## src/rtl/rec_deframer_pkg.sv

```systemverilog
// Shared types for the record deframer: subtype enum, header field positions,
// FSM states and decoded-record struct. CHK state exists only with REC_DEFRAMER_CHKSUM_EN.
package rec_deframer_pkg;

    typedef enum logic [2:0] {
        STATE_0       = 3'd0,
        STATE_F0      = 3'd1,
        STATE_244     = 3'd2,
        STATE_DEFAULT = 3'd3
    } subtype_e;

    localparam int HDR_MODE_LSB = 5;
    localparam int HDR_RSVD_LSB = 3;
    localparam int HDR_SUB_LSB  = 0;

    typedef enum logic [2:0] {
        ST_HDR = 3'd0,
        ST_LEN = 3'd1,
        ST_PAY = 3'd2,
`ifdef REC_DEFRAMER_CHKSUM_EN
        ST_CHK = 3'd3,
`endif
        ST_OUT = 3'd4
    } fsm_e;

    typedef struct packed {
        logic [2:0] mode;
        subtype_e   subtype;
        logic [7:0] len;
        logic       err;
    } rec_t;

    // Header is malformed when the subtype is 4..7 or the reserved bits are set.
    function automatic logic hdr_bad(input logic [7:0] hdr);
        return hdr[HDR_SUB_LSB + 2] | (hdr[HDR_RSVD_LSB +: 2] != 2'b00);
    endfunction

endpackage

```

## src/rtl/rec_deframer_chk.sv

```systemverilog
// XOR checksum accumulator for the record deframer; compares the running
// XOR against the incoming checksum byte.
module rec_deframer_chk (
    input  logic       clk,
    input  logic       rst_n,
    input  logic       load,
    input  logic       upd,
    input  logic [7:0] in_byte,
    output logic       bad
);

    logic [7:0] acc_r;

    // Accumulator restarts on the header byte and folds in length/payload bytes.
    always_ff @(posedge clk or negedge rst_n) begin
        if (!rst_n) begin
            acc_r <= 8'h00;
        end else if (load) begin
            acc_r <= in_byte;
        end else if (upd) begin
            acc_r <= acc_r ^ in_byte;
        end else begin
            acc_r <= acc_r;
        end
    end

    assign bad = (acc_r != in_byte);

endmodule

```

## src/rtl/rec_deframer.sv

```systemverilog
// Record deframer: header/length/payload(/checksum) byte stream to one decoded record.
// Optional checksum byte enabled by macro REC_DEFRAMER_CHKSUM_EN.
module rec_deframer
    import rec_deframer_pkg::*;
#(
    parameter int MAX_LEN = 4
) (
    input  logic                 clk,
    input  logic                 rst_n,
    input  logic [7:0]           s_data,
    input  logic                 s_valid,
    output logic                 s_ready,
    output logic                 m_valid,
    input  logic                 m_ready,
    output logic [2:0]           m_mode,
    output subtype_e             m_subtype,
    output logic [7:0]           m_len,
    output logic [8*MAX_LEN-1:0] m_data,
    output logic                 m_err
);

    fsm_e                 state_r;
    fsm_e                 state_nxt_s;
    rec_t                 rec_r;
    logic [8*MAX_LEN-1:0] data_r;
    logic [7:0]           cnt_r;
    logic                 valid_r;
    logic                 acc_s;
    logic                 last_pay_s;

    assign s_ready    = rst_n & (state_r != ST_OUT);
    assign acc_s      = s_valid & s_ready;
    assign last_pay_s = ((cnt_r + 8'd1) == rec_r.len);

`ifdef REC_DEFRAMER_CHKSUM_EN
    localparam fsm_e ST_TAIL = ST_CHK;
    logic chk_bad_s;

    rec_deframer_chk u_chk (
        .clk     (clk),
        .rst_n   (rst_n),
        .load    (acc_s && (state_r == ST_HDR)),
        .upd     (acc_s && ((state_r == ST_LEN) || (state_r == ST_PAY))),
        .in_byte (s_data),
        .bad     (chk_bad_s)
    );
`else
    localparam fsm_e ST_TAIL = ST_OUT;
`endif

    // FSM state register.
    always_ff @(posedge clk or negedge rst_n) begin
        if (!rst_n) begin
            state_r <= ST_HDR;
        end else begin
            state_r <= state_nxt_s;
        end
    end

    // Next-state logic; bytes advance the FSM only when accepted.
    always_comb begin
        state_nxt_s = state_r;
        case (state_r)
            ST_HDR: begin
                if (acc_s) state_nxt_s = ST_LEN;
                else       state_nxt_s = ST_HDR;
            end
            ST_LEN: begin
                if (acc_s) state_nxt_s = (s_data != 8'd0) ? ST_PAY : ST_TAIL;
                else       state_nxt_s = ST_LEN;
            end
            ST_PAY: begin
                if (acc_s && last_pay_s) state_nxt_s = ST_TAIL;
                else                     state_nxt_s = ST_PAY;
            end
`ifdef REC_DEFRAMER_CHKSUM_EN
            ST_CHK: begin
                if (acc_s) state_nxt_s = ST_OUT;
                else       state_nxt_s = ST_CHK;
            end
`endif
            ST_OUT: begin
                if (m_ready) state_nxt_s = ST_HDR;
                else         state_nxt_s = ST_OUT;
            end
            default: state_nxt_s = ST_HDR;
        endcase
    end

    // Record capture; fields freeze while the record is presented.
    always_ff @(posedge clk or negedge rst_n) begin
        if (!rst_n) begin
            rec_r   <= '0;
            data_r  <= '0;
            cnt_r   <= 8'd0;
            valid_r <= 1'b0;
        end else begin
            case (state_r)
                ST_HDR: begin
                    if (acc_s) begin
                        rec_r.mode    <= s_data[HDR_MODE_LSB +: 3];
                        rec_r.subtype <= subtype_e'(s_data[HDR_SUB_LSB +: 3]);
                        rec_r.len     <= 8'd0;
                        rec_r.err     <= hdr_bad(s_data);
                        cnt_r         <= 8'd0;
                    end
                end
                ST_LEN: begin
                    if (acc_s) begin
                        rec_r.len <= s_data;
                        rec_r.err <= rec_r.err | (s_data > 8'(MAX_LEN));
                    end
                end
                ST_PAY: begin
                    if (acc_s) begin
                        // Bytes beyond MAX_LEN are consumed but never stored.
                        for (int i = 0; i < MAX_LEN; i++) begin
                            if (cnt_r == 8'(i)) data_r[8*i +: 8] <= s_data;
                        end
                        cnt_r <= cnt_r + 8'd1;
                    end
                end
`ifdef REC_DEFRAMER_CHKSUM_EN
                ST_CHK: begin
                    if (acc_s) rec_r.err <= rec_r.err | chk_bad_s;
                end
`endif
                ST_OUT: begin
                    if (m_ready) begin
                        valid_r <= 1'b0;
                        data_r  <= '0;
                    end
                end
                default: ;
            endcase
            if ((state_nxt_s == ST_OUT) && (state_r != ST_OUT)) begin
                valid_r <= 1'b1;
            end
        end
    end

    assign m_valid   = valid_r;
    assign m_mode    = rec_r.mode;
    assign m_subtype = rec_r.subtype;
    assign m_len     = rec_r.len;
    assign m_data    = data_r;
    assign m_err     = rec_r.err;

endmodule

```

## config.mk

```make
export PLATFORM = sky130hd
export DESIGN_NAME = rec_deframer
export DESIGN_NICKNAME = d
export VERILOG_FILES = /design/src/rtl/rec_deframer_pkg.sv /design/src/rtl/rec_deframer_chk.sv /design/src/rtl/rec_deframer.sv
export SDC_FILE = /design/constraint.sdc
export NUM_CORES = 1
export LEC_CHECK = 0
export CAP_MARGIN = 20
export CORE_MARGIN = 2
export CORE_UTILIZATION = 46
export DETAILED_ROUTE_END_ITERATION = 12
export GPL_TIMING_DRIVEN = 0
export MAX_ROUTING_LAYER = met4
export PLACE_DENSITY = 0.76
export SETUP_SLACK_MARGIN = 0.3
export SLEW_MARGIN = 20
export SYNTH_ARGS = -nofsm -noshare
export SYNTH_HDL_FRONTEND = slang
export SYNTH_SLANG_ARGS = --single-unit
```

## constraint.sdc

```tcl
create_clock -name clk -period 2 [get_ports clk]
set_clock_uncertainty 0.1 [all_clocks]
set_input_delay 0.6 -clock clk [delete_from_list [all_inputs] [get_ports clk]]
set_output_delay 0.6 -clock clk [all_outputs]
set_load 0.05 [all_outputs]
```

* Word-level counts from Yosys, hierarchy flattened
Index checks and enable logic that the tools add are counted.
** Cells by class
- $add $sub $neg :: 1
- $lt $le $gt $ge :: 1
- Eq/ne operators :: 17
- Muxes and demuxes :: 22
- Bitwise operators :: 4
- Reduce and logical (&&, ||, !) cells :: 19
** Operators with widths (number)
- $mux 32 :: 2
- $pmux 32 s2 :: 1
- $mux 8 :: 6
- $mux 9 :: 2
- $pmux 9 s2 :: 1
- $eq 8x2->1 const B :: 2
- $ne 2x2->1 const B :: 8
- $pmux 8 s2 :: 1
- $reduce_and 4->1 :: 4
- $mux 3 :: 4
- $pmux 3 s4 :: 1
- $reduce_bool 2->1 :: 6
- $add 8x1->8 const B :: 1
- $eq 8x1->1 const B :: 1
- $eq 8x8->1 :: 1
- $gt 8x3->1 const B :: 1
- $logic_not 8->1 :: 1
- $reduce_bool 8->1 :: 1
- $eq 3x3->1 const B :: 2
- $reduce_and 3->1 :: 2
- $mux 1 :: 4
- $reduce_and 2->1 :: 2
- $eq 3x1->1 const B :: 1
- $eq 3x2->1 const B :: 1
- 5 further kinds :: 8
** Storage, ports and cells
- Register bits :: 59
- Bits of input ports :: 12
- Output and inout bits :: 49
- Logic and storage cells :: 75

* Depth between registers and ports, before layout
Gate-level depths: netlist (run 1).
- Word-level depth :: 10
- Gate-level depth with buffers :: 7

* Worst setup path after synthesis (run 1)
Ideal clock, no wire load.
- Kind :: reg-to-output
- Start :: reg state_r[2]
- End :: out s_ready
- Arrival :: 1.506 ns
- Data required time :: 1.300 ns
- Path slack :: -0.206 ns
- Cell stages (with the launch flop) :: 5
- Buffers on the path :: 2
- Cell sequence :: dfrtp_1 clkbuf_1 nor3b_1 clkbuf_1 nor2b_1
** On the way
- Cells in the longest elaborated chain, start to end :: 2
** Ends and longest elaborated chain
- start: declaration :: line rec_deframer.sv:22 : fsm_e state_r;
- start signal: assignment :: line rec_deframer.sv:56 : state_r <= state_nxt_s;
- $ne 3x3->1 :: line rec_deframer.sv:31 : assign s_ready = rst_n & (state_r != ST_OUT);
- $and 1x1->1 :: line rec_deframer.sv:31
- end: declaration :: line rec_deframer.sv:12 : output logic s_ready,
Every way passes these cells.

* Worst setup path in the final report (run 1)
- Start :: reg cnt_r[3]
- End :: reg data_r[21] (netlist: m_data[21])
** On the way
- Cells in the longest elaborated chain, start to end :: 3
** Ends and longest elaborated chain
- start: declaration :: line rec_deframer.sv:26 : logic [7:0] cnt_r;
- start signal: assignment :: line rec_deframer.sv:120 : cnt_r <= cnt_r + 8'd1;
- $eq 8x2->1 :: line rec_deframer.sv:118 : if (cnt_r == 8'(i)) data_r[8*i +: 8] <= s_data;
- $ne 2x2->1 (no line)
- $reduce_and 4->1 (no line)
- end signal: indexed assignment :: line rec_deframer.sv:118
- end: declaration :: line rec_deframer.sv:25 : logic [8*MAX_LEN-1:0] data_r;
Every way passes these cells.
A chain may end at the register's enable or synchronous reset.

==> flow_summary_export.csv, run 1 <==
group,metric,value,unit
final_layout,antenna_cells,0,
final_layout,nets,355,
placement,routabilityCongestion,0.8233,
cts,clk_path_buf_depth,2,
placement,port_buffers,60,
critical_path,cp_slowest_cell,"or4_4",
timing,fin_crit_sh,1.133,
floorplanning,fp.dieH,83.10,um
placement,place_inst,381,
critical_path,cp.arrival,2.38,ns
final_layout,area_growth,48.83,%
route,drc_errors,0,
critical_path,cp_max_fo,8,
timing,rsz0062_at_grt,"yes",
grt,grt_pass1_vias,2369,
floorplanning,initial_core_util,0.4804,
synthesis,synth_flop_cell,"dfrtp_1",
route,drt_iter0_drc,166,
cts,cts_tree,"done",
cts,cts.clk_slew.worst_paths,0.07,ns
status,violations,"setup timing",
synthesis,yosysUniqueCellTypes,43,
synthesis,synth.top_cells.by_count,"59 x dfrtp_1, 38 x mux2_2, 24 x nand2_1, 15 x nand3_1, 12 x o21ai_0",
timing,layout_setup_ws,-0.2665,ns
cts,clock_latency,0.34,ns
synthesis,ys_warn_count,0,
synthesis,synthCells,245,
synthesis,synth_top_area_frac,0.5130,
synthesis,synth.avg_cell_area,11.75,um2
final_layout,multiInputGateArea,0.001605,mm2
route,vias,2353,
synthesis,synth_most_common_cell,"dfrtp_1",
grt,grt_pass1_wl,12760,um
cts,htree_levels,3,
grt,track_usage,0.2433,
synthesis,syn-num-nets,261,
timing,worstMarginPinSlew,0.6209,ns
synthesis,synth-async-reset-ratio,1.000,
final_layout,utilization,0.7149,
grt,grt-ovfl-total,0,
synthesis,yosys-top-cells-area,"dfrtp_1 51%, mux2_2 15%, nand2_1 3.1%, nand3_1 2.6%, a21oi_4 2.3%",
cts,cts_root_buf,"clkbuf_8",
pwr,irDropWorstVdd,0.001207,V
critical_path,startpoint_type,"register",
grt,grt_max_degree,27,
placement,hpwl,4635,um
critical_path,cpPeakStageDelay,0.53,ns
critical_path,critPathBufInv,2,
job,drv_cap,0,
critical_path,path_delay_family,"simple AND/OR/NAND/NOR gates",
synthesis,yosysTopAreaCell,"dfrtp_1",
final_layout,drive_above_1_share,0.5233,
route,wl_per_cell,19.64,um
pwr,p_per_area,1615,mW/mm2
synthesis,synth_edf_count,0,
timing,slew_viol_final,0,
pwr,power.leakage,2.011,nW
floorplanning,io_pins,61,
synthesis,yosysSeqAreaShare,0.5130,
status,outcome,"finished, violations left",
timing,fmax,0.4412,GHz
floorplanning,fp-row-count,28,
synthesis,syn_area,0.002878,mm2
timing,hold_viol,0,
cts,cts_buffers,9,
final_layout,final_cells,419,
route,dr.pass1.iters,4,
route,wl,8231,um
critical_path,path_cells,"buf_6 > or4_4 > nor3_4 > nand2_2 > a21oi_4 > buf_12 > mux2_4",
timing,period_needed,2.267,ns
route,avgViaCountPerCell,5.616,
floorplanning,core-area,0.005991,mm2
timing,setup_viol,36,
floorplanning,die_x,83.10,um
final_layout,seq_area,0.001480,mm2
grt,antenna_found_initial,0,
critical_path,crit_type,"register to register",
synthesis,ys_ff_latch,59,
floorplanning,dieArea,0.006905,mm2
critical_path,crit_required,2.12,ns
critical_path,worstSetupEndpointType,"register",
cts,clkSinkCount,59,
timing,slew-limit-headroom,0.5838,
hold_path,min_path_type,"primary input to asynchronous set/reset pin",
final_layout,fillers,412,
route,ant_nets,0,
-- per-layer routing --
metal,up-vias,global-route usage,wire length (um)
met3,10,0.05765,590
met4,0,0.06408,140
li1,1060,-,-
met2,95,0.3629,4064
met1,1188,0.3368,3436
met5,-,-,0
-- state kept, by name, indices dropped and copies added, names as in the netlist --
name and flops:
cnt_r 8, m_valid 1, m_len 8, m_mode 3, state_r 3, m_data 32, m_subtype 3, m_err 1
-- layout by cell type, fill, tap and decap left out, types with 3 or more instances in the layout --
master	instances
dfrtp_1	56
mux2_4	38
buf_2	28
nand2_1	23
buf_4	15
nand3_1	13
clkbuf_4	13
clkbuf_8	11
buf_6	8
o21ai_0	8
xnor2_1	7
and2b_2	7
clkdlybuf4s50_1	6
buf_12	6
buf_8	5
nor3_1	5
clkbuf_1	4
nor2b_1	4
nand2_2	4
a21oi_4	4
inv_1	3
xor2_1	3
a21oi_1	3
o21ai_2	3
nor3_4	3
a22o_1	3
clkinv_2	3
dfrtp_2	3
dlymetal6s2s_1	3
-- repair_timing --
item | in CTS | in global routing
hold buffers | 1 | 0
setup endpoints to repair | 106 | 74
buffers inserted | 13 | 5
pin swaps | 5 | 7
endpoints found under the hold margin | 10 | 0
cloned | 2 | 1
gates resized for setup | 309 | 47
-- path summary, 6_finish.rpt --
check,cells past startpoint,slack (ns),startpoint,to
worst min register to register,2,0.41,m_len[7]$_DFFE_PN0P_,m_len[7]$_DFFE_PN0P_
worst min-delay path,2,0.20,rst_n,m_subtype[2]$_DFFE_PN0P_
max in group asynchronous,2,0.80,rst_n,m_data[12]$_DFFE_PN0P_
worst max-delay path,7,-0.27,cnt_r[3]$_DFFE_PN0P_,m_data[21]$_DFFE_PN0P_
worst max register to register,7,-0.27,cnt_r[3]$_DFFE_PN0P_,m_data[21]$_DFFE_PN0P_
min in group clk,2,0.41,m_len[7]$_DFFE_PN0P_,m_len[7]$_DFFE_PN0P_
-- logic make-up after synthesis --
logic type,synth area share
AND/OR/NAND/NOR,0.1644
AO/OA/AOI/OAI,0.09392
XOR/XNOR,0.03044
adder cells (fa/ha/maj),0.01739
multiplexers,0.1487
flip-flops,0.5130
buffers and inverters,0.03217
-- area by class of cell --
cell class	instances	share of cell area
Inverter	5	0.004382
Timing Repair Buffer	83	0.1835
Multi-Input combinational cell	170	0.3748
Clock inverter	5	0.01227
Tap cell	75	0.02191
Sequential cell	59	0.3456
Clock buffer	11	0.03301
Buffer	11	0.02454
-- worst register-to-register path, stage by stage (launching register included) --
cell     delay (ns)
dfrtp_1        0.37
buf_6          0.12
or4_4          0.53
nor3_4         0.24
nand2_2        0.13
a21oi_4        0.18
buf_12         0.16
mux2_4         0.32
-- where the power goes --
part / leakage [nW] / total [mW] / switching, mW / internal [mW]
Clock: 0.0991 / 1.09 / 0.485 / 0.603
Combinational: 1.17 / 3.83 / 2.43 / 1.40
Sequential: 0.737 / 2.00 / 0.337 / 1.67
Total: 2.01 / 6.92 / 3.25 / 3.67
-- per-stage QoR --
step	setup slack, ns	cell area [um2]	total power, mW	hold WS [ns]	TNS (ns)
after global routing	-0.3163	4283	7.200	0.1892	-9.634
after floorplan	-0.1349	2949	4.445	0.2044	-4.316
after CTS	-0.2297	4073	6.695	0.1880	-7.288
after detailed placement	-0.8174	3669	5.635	0.3567	-31.06
after global placement	-3.159	3643	5.593	0.3917	-266.58
final	-0.2665	4283	6.919	0.2026	-8.146
No activity file was read; power rests on OpenSTA's default activity.
==> inputs of run 2 (changes only) <==
--- a/config.mk
+++ b/config.mk
@@ -5,7 +5,7 @@
 export SDC_FILE = /design/constraint.sdc
 export NUM_CORES = 1
 export LEC_CHECK = 0
-export CAP_MARGIN = 20
+export CAP_MARGIN = 10
 export CORE_MARGIN = 2
 export CORE_UTILIZATION = 46
 export DETAILED_ROUTE_END_ITERATION = 12
==> results of run 2 <==
Final layout, timing and power as in run 1 (identical DEF).
